===== src/rtl/fft_frame_loader.sv =====
// ============================================================================
// fft_frame_loader
// ----------------------------------------------------------------------------
// Front end for FSM_butterfly / FFT_stage_unit.  Complex samples arrive one
// at a time over a valid/ready stream and are written straight into the
// parallel frame buses in bit-reversed order.  That way the butterfly stages
// can consume the frame in natural order.  When a frame is complete the
// loader emits the enable / end_f start sequence.  It then holds the frame
// stable until the butterfly reports completion on right_data_f.
//
// Parameters
//   N_POINTS : samples per frame (power of two)
//   LOG2N    : log2(N_POINTS), width of the sample / slot index
//   DATA_W   : two's-complement sample width
//
// Ports
//   clk          in   single clock, rising edge
//   rst          in   asynchronous, active-low reset
//   s_valid      in   input sample valid
//   s_ready      out  loader accepts a sample (FILL state only)
//   s_real       in   sample real part
//   s_imag       in   sample imaginary part
//   s_last       in   final sample of a frame
//   frame_real   out  packed real frame, slot k at [k*DATA_W +: DATA_W]
//   frame_imag   out  packed imaginary frame, same layout
//   enable       out  one-cycle start pulse to FSM_butterfly
//   end_f        out  one-cycle load-complete pulse to FSM_butterfly
//   right_data_f in   completion flag from FSM_butterfly (WAIT only)
//   busy         out  high in every state except FILL
//   err_align    out  one-cycle pulse when s_last arrives early
// ============================================================================
module fft_frame_loader #(
   parameter int N_POINTS = 32,
   parameter int LOG2N    = 5,
   parameter int DATA_W   = 10
) (
   input  logic                         clk,
   input  logic                         rst,
   input  logic                         s_valid,
   output logic                         s_ready,
   input  logic [DATA_W-1:0]            s_real,
   input  logic [DATA_W-1:0]            s_imag,
   input  logic                         s_last,
   output logic [N_POINTS*DATA_W-1:0]   frame_real,
   output logic [N_POINTS*DATA_W-1:0]   frame_imag,
   output logic                         enable,
   output logic                         end_f,
   input  logic                         right_data_f,
   output logic                         busy,
   output logic                         err_align
);

   typedef enum logic [1:0] {
      ST_FILL  = 2'd0,
      ST_ISSUE = 2'd1,
      ST_END   = 2'd2,
      ST_WAIT  = 2'd3
   } state_t;

   state_t             state;
   state_t             next_state;
   logic [LOG2N-1:0]   n;
   logic [LOG2N-1:0]   slot;
   logic               accept;
   logic               last_index;
   logic               early_last;

   // Reverse the bit order of a sample index to obtain its frame slot.
   function automatic logic [LOG2N-1:0] bit_reverse(input logic [LOG2N-1:0] idx);
      logic [LOG2N-1:0] r;
      r = '0;
      for (int b = 0; b < LOG2N; b++) begin
         r[b] = idx[LOG2N-1-b];
      end
      return r;
   endfunction

   // Handshake and framing decode.  s_ready is a pure decode of the state
   // register, so s_valid is automatically ignored outside FILL.
   assign s_ready    = (state == ST_FILL);
   assign busy       = (state != ST_FILL);
   assign accept     = s_valid && s_ready;
   assign last_index = (n == LOG2N'(N_POINTS - 1));
   assign early_last = accept && s_last && !last_index;
   assign slot       = bit_reverse(n);

   // Next-state logic.  A frame is only issued once the full count of samples
   // has been accepted; an early s_last restarts the count without issuing.
   // right_data_f only matters while waiting for the butterfly.
   always_comb begin
      next_state = state;
      case (state)
         ST_FILL: begin
            if (accept && last_index) begin
               next_state = ST_ISSUE;
            end
         end
         ST_ISSUE: next_state = ST_END;
         ST_END:   next_state = ST_WAIT;
         ST_WAIT: begin
            if (right_data_f) begin
               next_state = ST_FILL;
            end
         end
         default:  next_state = ST_FILL;
      endcase
   end

   // State register, sample counter and registered pulse outputs.  The
   // pulses are derived from next_state, so each one lines up exactly with
   // the cycle its state is occupied.  The three pulses belong to distinct
   // states or to FILL, so they can never overlap.
   always_ff @(posedge clk or negedge rst) begin
      if (!rst) begin
         state     <= ST_FILL;
         n         <= '0;
         enable    <= 1'b0;
         end_f     <= 1'b0;
         err_align <= 1'b0;
      end else begin
         state     <= next_state;
         enable    <= (next_state == ST_ISSUE);
         end_f     <= (next_state == ST_END);
         err_align <= early_last;
         if (accept) begin
            if (last_index || s_last) begin
               n <= '0;
            end else begin
               n <= n + 1'b1;
            end
         end
      end
   end

   // Frame storage.  Slots are written only on an accepted sample, so the
   // buses hold still from ISSUE through WAIT.  Slots are never bulk-cleared
   // between frames; an aborted frame leaves stale data behind that is
   // simply overwritten by the next frame.
   always_ff @(posedge clk or negedge rst) begin
      if (!rst) begin
         frame_real <= '0;
         frame_imag <= '0;
      end else if (accept) begin
         frame_real[int'(slot)*DATA_W +: DATA_W] <= s_real;
         frame_imag[int'(slot)*DATA_W +: DATA_W] <= s_imag;
      end
   end

endmodule


===== config.mk =====
export PLATFORM = sky130hd
export DESIGN_NAME = fft_frame_loader
export DESIGN_NICKNAME = d
export VERILOG_FILES = /design/src/rtl/fft_frame_loader.sv
export SDC_FILE = /design/constraint.sdc
export NUM_CORES = 1
export LEC_CHECK = 0
export BUFFER_PORTS_ARGS = -buffer_cell sky130_fd_sc_hd__buf_2
export CORE_AREA = 2 2 259 261
export CTS_CLUSTER_DIAMETER = 100
export DETAILED_ROUTE_END_ITERATION = 8
export DIE_AREA = 0 0 261 263
export HOLD_SLACK_MARGIN = 0.05
export PLACE_DENSITY = 0.74
export SETUP_SLACK_MARGIN = 0.05
export SLEW_MARGIN = 20
export SYNTH_ARGS = -nofsm -noshare
export SYNTH_HDL_FRONTEND = slang
export SYNTH_SLANG_ARGS = --single-unit

===== constraint.sdc =====
create_clock -name clk -period 4.25 [get_ports clk]
set_input_delay 0.425 -clock clk [delete_from_list [all_inputs] [get_ports clk]]
set_output_delay 0.425 -clock clk [all_outputs]
set_load 0.03 [all_outputs]

After elaboration in Yosys (flattened, before gate mapping)
Cells that the tools add are included.

Bits in registers: 650. Latch bits: 0. Bits in writable memories: 0. Memories kept: 0. Memory bits (read-only): 0. Output and inout port bits: 645.

Bitwise logic cells: 0. Reduce and logical (&&, ||, !) cells: 8. $add $sub $neg: 2. Muxes and demuxes: 6. Divide/modulo/power cells: 0. Multiply operators: 1. Shifts and indexed selects: 3. Eq/ne operators: 6. Magnitude comparators: 0.

Operator list (count): bitwise mux 320 bit (2); variable part select 10 x 33 -> 320 bit (2); variable shift 10 x 33 -> 320 bit (first input constant) (1); negation 9 -> 33 bit (1); multiplier 5 x 3 -> 8 bit (second input constant) (1); case mux 2 bit (4 select lines) (1); equality test 2 bit (second input constant) (3); adder 5 x 1 -> 5 bit (second input constant) (1); equality test 5 bit (second input constant) (1); 2-to-1 mux 5 bit (1); equality test 2 x 1 -> 1 bit (second input constant) (2); logical AND 1 bit (4); 2-to-1 mux 2 bit (2); zero test 2 bit (1); nonzero test 2 bit (1); zero test 1 bit (1); logical OR 1 bit (1).

Depth between registers and ports, before layout
Gate-level depths: netlist of the first run.

Depth in word-level cells: 6. Depth in mapped cells: 17. Mapped depth without buffers: 15.

Worst setup path after synthesis of the first run
OpenSTA, ideal clock, no wires.

Kind: register to register. Start: register n[1]. End: register frame_imag[259]. Clock period less this slack: 4.232 ns. Path slack: 0.018 ns. Library setup time: 0.125 ns. Stages on the path, launching flop included: 17. Arrival: 4.107 ns. Cell sequence: dfrtp_1 ha_1 ha_1 inv_1 fa_1 nor2b_1 nand3_1 nor2_1 ha_1 buf_1 nand2b_1 nor4_1 a211oi_1 nor4_4 buf_2 a21oi_1 mux2_2.

Longest elaborated chain between the ends: 4.

Ends and longest elaborated chain: from (decl) (line 62) `logic [LOG2N-1:0] n;`; from (signal assigned) (line 129) `n <= n + 1'b1;`; multiplier 5 x 3 -> 8 bit (*) (line 145) `frame_imag[int'(slot)*DATA_W +: DATA_W] <= s_imag;`; negation 9 -> 33 bit (*) (line 145); variable part select 10 x 33 -> 320 bit or variable shift 10 x 33 -> 320 bit (tied branches) (line 145); bitwise mux 320 bit (*) (line 145); to (signal, indexed assignment) (line 145); to (decl) (line 45) `output logic [N_POINTS*DATA_W-1:0] frame_imag,`.

Mark *: on every way between the ends. The rest lies on a longest branch, timed or not. A chain may end at the register's enable or synchronous reset.

Worst setup path after layout of the first run
Start: register n[1]. End: register frame_imag[50].

The elaborated chain is that of the path after synthesis.

==> qor.csv, run 1 <==
stage;metric;value;unit
timing;unrepaired setup endpoints after global routing;yes;
global_routing;GR peak layer;met2;
floorplanning;Site Rows;94;
timing;final setup vio count;0;
drt;Total Wirelength;108000;um
clock_tree;clock sink count;650;
drt;drt first-iter violations;2234;
status;status;completed;
global_routing;largest net degree at the start of global routing;115;
setup_path;startpoint types;flop;
pwr;Internal Pwr Total;0.0168;W
place;PortBufs;669;
global_routing;first-pass GRT wire length;157000;um
setup_path;Bufs and invs on worst path;4;
clock_tree;Max clock buf depth;3;
global_routing;met3 Use GR;8.55;%
finish;fraction of layout cells with a size suffix above 1;49.0;%
clock_tree;clock latency on the worst-skew pair;0.63;ns
setup_path;Critical Path RT;4.74;ns
floorplanning;Die Wd;261;um
drt;Avg WL per Cell;26.9;um
finish;Post-layout nets;3155;
finish;most frequent cells in the layout;buf_2, dfrtp_1, mux2_2, nand2_1, buf_4;
setup_path;Crit Path Category;flop to flop;
drt;residual DRC count;0;
setup_path;highest net fanout along the worst path;31;
setup_path;nature of the critical path endpoint;flop;
setup_path;CP delay by family, top;adder cells;
timing;final number of hold-violating endpoints;0;
clock_tree;depth of the CTS H-tree;3;
timing;Tmin final;4.11;ns
floorplanning;die footprint;68600;um^2
logic_synthesis;Unique masters post-synth;76;
floorplanning;initial core utilization;43.3;%
global_routing;M1 GR Usage;38.7;%
pwr;clock share of power;18.1;%
clock_tree;Root Buffer;clkbuf_16;
logic_synthesis;Post-synth EDFFs;0;
finish;Fill cells;5623;
timing;Pins Over Slew Limit;0;
pwr;static leakage power;19.4;nW
logic_synthesis;Syn. warnings;0;
pwr;Psw;0.0183;W
global_routing;Remaining Overflow, GRT;0;
pwr;Peak VDD IR;0.686;mV
floorplanning;Ports;670;
logic_synthesis;average cell area after synthesis;12.3;um^2
finish;fin util;55.7;%
logic_synthesis;syn_nets;2347;
place;routability congestion estimate from global placement;1.02;
floorplanning;total core area;65600;um^2
finish;post-route insts no fill;4038;
clock_tree;Clk pin slew, worst setup/hold paths;0.06;ns
logic_synthesis;synthesized flop and latch total;650;
pwr;combinational share of power;59.0;%
logic_synthesis;cell taking the most area after synthesis;dfrtp_1;
pwr;switch share;52.2;%
global_routing;GRT Util Overall;31.0;%
place;placed insts;3900;
timing;Max Freq;0.243;GHz
setup_path;critical path arrival;4.60;ns
place;Post-DP HPWL;82700;um
pwr;Power Dens Cells;959;nW/um^2
logic_synthesis;Post-synth ARST share;100;%
drt;total iterations of the first detailed-routing run;8;
pwr;total power;0.0351;W
job;total of max-cap violations;0;
timing;clk_skew;0.0147;ns
floorplanning;die height;263;um
global_routing;initial antenna violation count;3;
global_routing;number of global-route vias before repair;23148;
drt;Via density;5.69;
pwr;Sequential Power Share;23.0;%
setup_path;Slowest cell on crit path;fa_2;
setup_path;CP cell instances;ha_1 -> ha_1 -> inv_1 -> fa_2 -> buf_4 -> nand2b_1 -> buf_4 -> nor3_4 -> and2_1 -> buf_12 -> nor3_1 -> nand2_1 -> o21ai_1 -> mux2_2;
finish;commonest non-fill, non-tap cell in the layout;buf_2;
drt;Post-DRT Antenna Nets;0;
clock_tree;CTS buffer count;71;
min_path;Hold WC Path Type;input port to flop;
drt;via count;22972;
logic_synthesis;Synth top area share;57.2;%
logic_synthesis;Syn Std Cell Area;28400;um^2
logic_synthesis;synth top area cells;dfrtp_1, mux2_2, nand2_1, o21ai_0, o22ai_1;
clock_tree;CTS tree;built;
setup_path;crit-path max cell delay;0.57;ns
global_routing;met2 Use GR;50.2;%
logic_synthesis;Top FF cell, synth;dfrtp_1;
timing;period utilization;96.6;%
timing;Rel. slew slack;11.7;%
logic_synthesis;register area share after synthesis;57.2;%
logic_synthesis;Cells after Synth;2311;
finish;Layout area overhead;28.6;%
timing;worst-margin pin slew;1.32;ns
-- logic make-up after synthesis --
logic type	share of synthesized area [%]
DFF	57.2
and+or+nand+nor	9.52
muxes	21.5
AOI/OAI and AO/OA	9.08
buffers and inverters	1.73
adders and majority gates	0.510
xor gates and xnor gates	0.458
-- through the flow --
| step | setup WS, ns | cell area (um^2) | TNS [ns] | hold WS (ns) |
|---|---|---|---|---|
| floorplan | 0.124 | 28400 | 0 | 0.129 |
| global placement | 0.0151 | 33900 | 0 | 0.455 |
| detailed placement | -0.0246 | 33900 | -0.0917 | 0.460 |
| CTS | 0.0573 | 36300 | 0 | 0.0809 |
| global route | 0.0247 | 36600 | 0 | 0.106 |
| finish | 0.143 | 36600 | 0 | 0.113 |
-- flip-flops by register name, indices dropped and copies added (netlist names) --
register / flops
err_align: 1
end_f: 1
state: 2
n: 5
frame_imag: 320
enable: 1
frame_real: 320
-- Yosys cell counts (23+ instances only) --
master / count
a21oi_1: 53
buf_2: 23
clkbuf_1: 77
dfrtp_1: 650
mux2_2: 501
mux2i_1: 30
nand2_1: 241
nand3_1: 59
nor2_1: 130
o21ai_0: 117
o22ai_1: 79
or3_1: 27
-- power by group through the flow --
stage | registers, W | clock network, W | logic (W)
6_report | 0.00806 | 0.00634 | 0.0207
5_1_grt | 0.00818 | 0.00670 | 0.0216
4_1_cts | 0.00804 | 0.00645 | 0.0200
3_5_place_dp | 0.00813 | 0 | 0.0199
3_3_place_gp | 0.00807 | 0 | 0.0198
2_1_floorplan | 0.0104 | 0 | 0.00849
-- routing by layer --
metal  up-vias  routed length, um  part of all wire (%)
met5         -                  0                     0
met4         0               5150                   4.7
met3       259               9840                   9.1
met2      1147              51700                    48
met1     11576              41800                    39
li1       9990                  -                     -
-- layout make-up --
type / count / area [um^2] / share of cell area [%]
inverter: 16 / 60.1 / 0.164
antenna: 4 / 10.0 / 0.0274
timing repair buffer: 841 / 4790 / 13.1
tap: 864 / 1080 / 2.96
multi-input combinational: 1539 / 12000 / 32.7
clock inverter: 27 / 367 / 1.00
clock buffer: 97 / 2030 / 5.54
sequential: 650 / 16300 / 44.5
-- worst min-delay path, delay by kind of cell --
kind / cells / cell delay, ns
AO/OA/AOI/OAI: 1 / 0.10
buffers and inverters: 1 / 0.11
AND/OR/NAND/NOR: 1 / 0.06
-- timing repair --
action,4_1_cts,5_1_grt
gates resized for setup,2,38
hold buffers,1,0
pin swaps,2,2
endpoints found under the setup margin,13,267
hold endpoints to repair,103,0
setup buffers,1,8
-- worst paths after layout --
| path | start | end | slack [ns] | cells after the start |
|---|---|---|---|---|
| max | n[1] | frame_imag[50] | 0.14 | 14 |
| min | right_data_f | state[0] | 0.11 | 3 |
| max reg2reg | n[1] | frame_imag[50] | 0.14 | 14 |
| min reg2reg | frame_imag[286] | frame_imag[286] | 0.47 | 2 |
| max in group asynchronous | rst | frame_imag[24] | 2.68 | 3 |
| min in group asynchronous | rst | frame_imag[301] | 0.46 | 2 |
Note: power is estimated with default switching activity, not from simulation.
==> run 2, diff against run 1 <==
Settings changed: BUFFER_PORTS_ARGS -buffer_cell sky130_fd_sc_hd__buf_2 to -buffer_cell sky130_fd_sc_hd__buf_4.
==> run 2 against run 1 <==
  * Setup slack improved by 0.040 ns
  * Register-to-register slack better by 0.04 ns
  * Routed wire length increased by 4.4%
  * Largest power group unchanged
  * Non-clock buffer count increased by 9
  * Global-route usage grew 1.3 points
  * Final cell count grew 0.30%
  * Worst hold slack got worse by 0.015 ns
  * Count of clock-buffer cells in the layout fell by 4
  * Critical path depth is the same
  * Clock skew barely moved
  * Power is 4.1% higher
  * Clock power rose by 0.6%
==> qor.csv, run 2 (synthesized netlist as in run 1, its figures left out) <==
stage;metric;value;unit;change
status;status;completed;;
setup_path;CP cell instances;ha_1 -> ha_2 -> inv_1 -> fa_1 -> xor2_1 -> buf_4 -> nand3_1 -> xnor3_1 -> buf_12 -> nand3_1 -> buf_4 -> nor2_1 -> nand2_1 -> mux2_2;;
finish;fraction of layout cells with a size suffix above 1;49.8;%;+0.74 points
finish;Register Area;16300;um^2;unchanged
finish;fin util;58.6;%;+2.9 points
setup_path;critical path arrival;4.56;ns;-0.04 ns
clock_tree;clock sink count;650;;unchanged
timing;Hold Slack;0.0986;ns;-0.0145 ns
drt;Via density;5.76;;+1.2%
drt;residual DRC count;0;;unchanged
timing;clk_skew;0.0143;ns;-0.000480 ns
pwr;total power;0.0365;W;+4.1%
clock_tree;Clk pin slew, worst setup/hold paths;0.06;ns;about the same
global_routing;number of global-route vias before repair;24069;;+4.0%
finish;commonest non-fill, non-tap cell in the layout;buf_4;;
drt;drt first-iter violations;2162;;-3.2%
setup_path;Critical Path RT;4.74;ns;about the same
finish;Fill cells;5373;;-4.4%
job;total of max-cap violations;0;;unchanged
timing;final number of hold-violating endpoints;0;;unchanged
clock_tree;Max clock buf depth;3;;unchanged
timing;Max Freq;0.246;GHz;+0.98%
floorplanning;die footprint;68600;um^2;unchanged
drt;Total Wirelength;113000;um;+4.4%
finish;biggest regs;frame_imag x320, frame_real x320, n x5;;
min_path;Hold WC Path Type;input port to flop;;
floorplanning;Die Wd;261;um;unchanged
floorplanning;total core area;65600;um^2;unchanged
finish;Layout area overhead;35.2;%;
clock_tree;Root Buffer;clkbuf_16;;
timing;Pins Over Slew Limit;0;;unchanged
clock_tree;CTS tree;built;;
setup_path;Crit Path Category;flop to flop;;
clock_tree;depth of the CTS H-tree;3;;unchanged
floorplanning;die height;263;um;unchanged
setup_path;crit-path max cell delay;0.52;ns;-0.05 ns
drt;Avg WL per Cell;28.0;um;+4.1%
drt;routed wire length on met3;9780;um;-0.63%
finish;Post-layout nets;3165;;+0.32%
global_routing;GRT Util Overall;32.4;%;+1.3 points
timing;worst-margin pin slew;1.11;ns;-0.215 ns
drt;Post-DRT Antenna Nets;0;;unchanged
floorplanning;Ports;670;;unchanged
global_routing;initial antenna violation count;2;;-1
place;routability congestion estimate from global placement;0.985;;-3.0%
setup_path;highest net fanout along the worst path;30;;-3.2%
floorplanning;initial core utilization;43.3;%;unchanged
timing;final setup vio count;0;;unchanged
place;Post-DP HPWL;86300;um;+4.4%
timing;period utilization;95.7;%;-0.94 points
drt;highest routed layer;met4;;
timing;Tmin final;4.07;ns;-0.0401 ns
drt;via count;23320;;+1.5%
finish;most frequent cells in the layout;buf_4, dfrtp_1, mux2_2, nand2_1, o21ai_0;;
setup_path;Slowest cell on crit path;fa_1;;
global_routing;first-pass GRT wire length;164000;um;+4.2%
global_routing;largest net degree at the start of global routing;110;;-4.3%
timing;Rel. slew slack;26.0;%;+14 points
setup_path;startpoint types;flop;;
global_routing;Remaining Overflow, GRT;0;;unchanged
setup_path;nature of the critical path endpoint;flop;;
pwr;static leakage power;19.4;nW;+0.17%
finish;area of the multi-input gates;12000;um^2;+0.56%
timing;unrepaired setup endpoints after global routing;yes;;
drt;WL met1;43100;um;+3.1%
timing;Setup TNS Final;0;ns;unchanged
pwr;Power Dens Cells;950;nW/um^2;-1.0%
clock_tree;clock latency on the worst-skew pair;0.61;ns;-0.02 ns
drt;total iterations of the first detailed-routing run;8;;unchanged
clock_tree;CTS buffer count;72;;+1.4%
pwr;Peak VDD IR;0.531;mV;-23%
place;PortBufs;669;;unchanged
drt;met2 WL;53900;um;+4.4%
floorplanning;Site Rows;94;;unchanged
==> run 2: cell count changes in the layout (fill, tap and decap cells not counted), sizes merged <==
cell and change:
inv +1, bufinv -1, diode -1, buf +9
clkbuf -4, clkinvlp +5, clkinv +3
==> run 2: power breakdown <==
part / total [W] / switching [W] / internal [W]
registers: 0.00819 / 0.000793 / 0.00740
clock network: 0.00638 / 0.00265 / 0.00372
logic: 0.0220 / 0.0155 / 0.00650
total: 0.0365 / 0.0189 / 0.0176
==> run 2: cell type report <==
| cell class | instances | share of cell area (%) |
|---|---|---|
| clock inverter | 35 | 1.04 |
| timing repair buffer | 850 | 17.1 |
| multi-input combinational | 1539 | 31.3 |
| sequential | 650 | 42.3 |
| inverter | 16 | 0.156 |
| tap | 864 | 2.81 |
| clock buffer | 93 | 5.28 |
| antenna | 3 | 0.0195 |
==> run 2: path summary, 6_finish.rpt <==
kind,startpoint,to,slack [ns],cells past startpoint
setup / recovery,n[3],frame_real[317],0.18,14
hold / removal,s_last,err_align,0.1,2
setup reg to reg,n[3],frame_real[317],0.18,14
hold reg to reg,frame_real[286],frame_real[286],0.48,2
max in group asynchronous,rst,frame_real[89],2.58,3
min in group asynchronous,rst,frame_imag[301],0.49,2
==> run 2: stage by stage <==
stage	worst slack, ns	instance area [um^2]	std cells
after floorplan	0.124	28400	2311
after global placement	0.0147	35700	3911
after detailed placement	0.0502	35700	3911
after CTS	0.0127	38200	4040
after global routing	0.0206	38500	4049
final	0.183	38500	4050
==> run 2: critical path, delay by kind of cell (launching register included) <==
| kind | cells | cell delay (ns) |
|---|---|---|
| XOR/XNOR | 2 | 0.56 |
| AND/OR/NAND/NOR | 4 | 0.94 |
| adder cells (fa/ha/maj) | 3 | 1.03 |
| flip-flops | 1 | 0.41 |
| buffers and inverters | 4 | 0.65 |
| multiplexers | 1 | 0.34 |
==> run 2: timing repair <==
action,4_1_cts,5_1_grt
pin swaps,0,3
resized for setup,6,45
setup buffers,0,7
hold endpoints to repair,97,0
hold buffers,1,0
endpoints found under the setup margin,49,393
==> run 2: layer usage <==
layer  up-vias  track usage [%]
met5         -                0
met4         0             16.2
met3       290             8.52
met2      1149             52.5
met1     11852             39.9
li1      10029                -
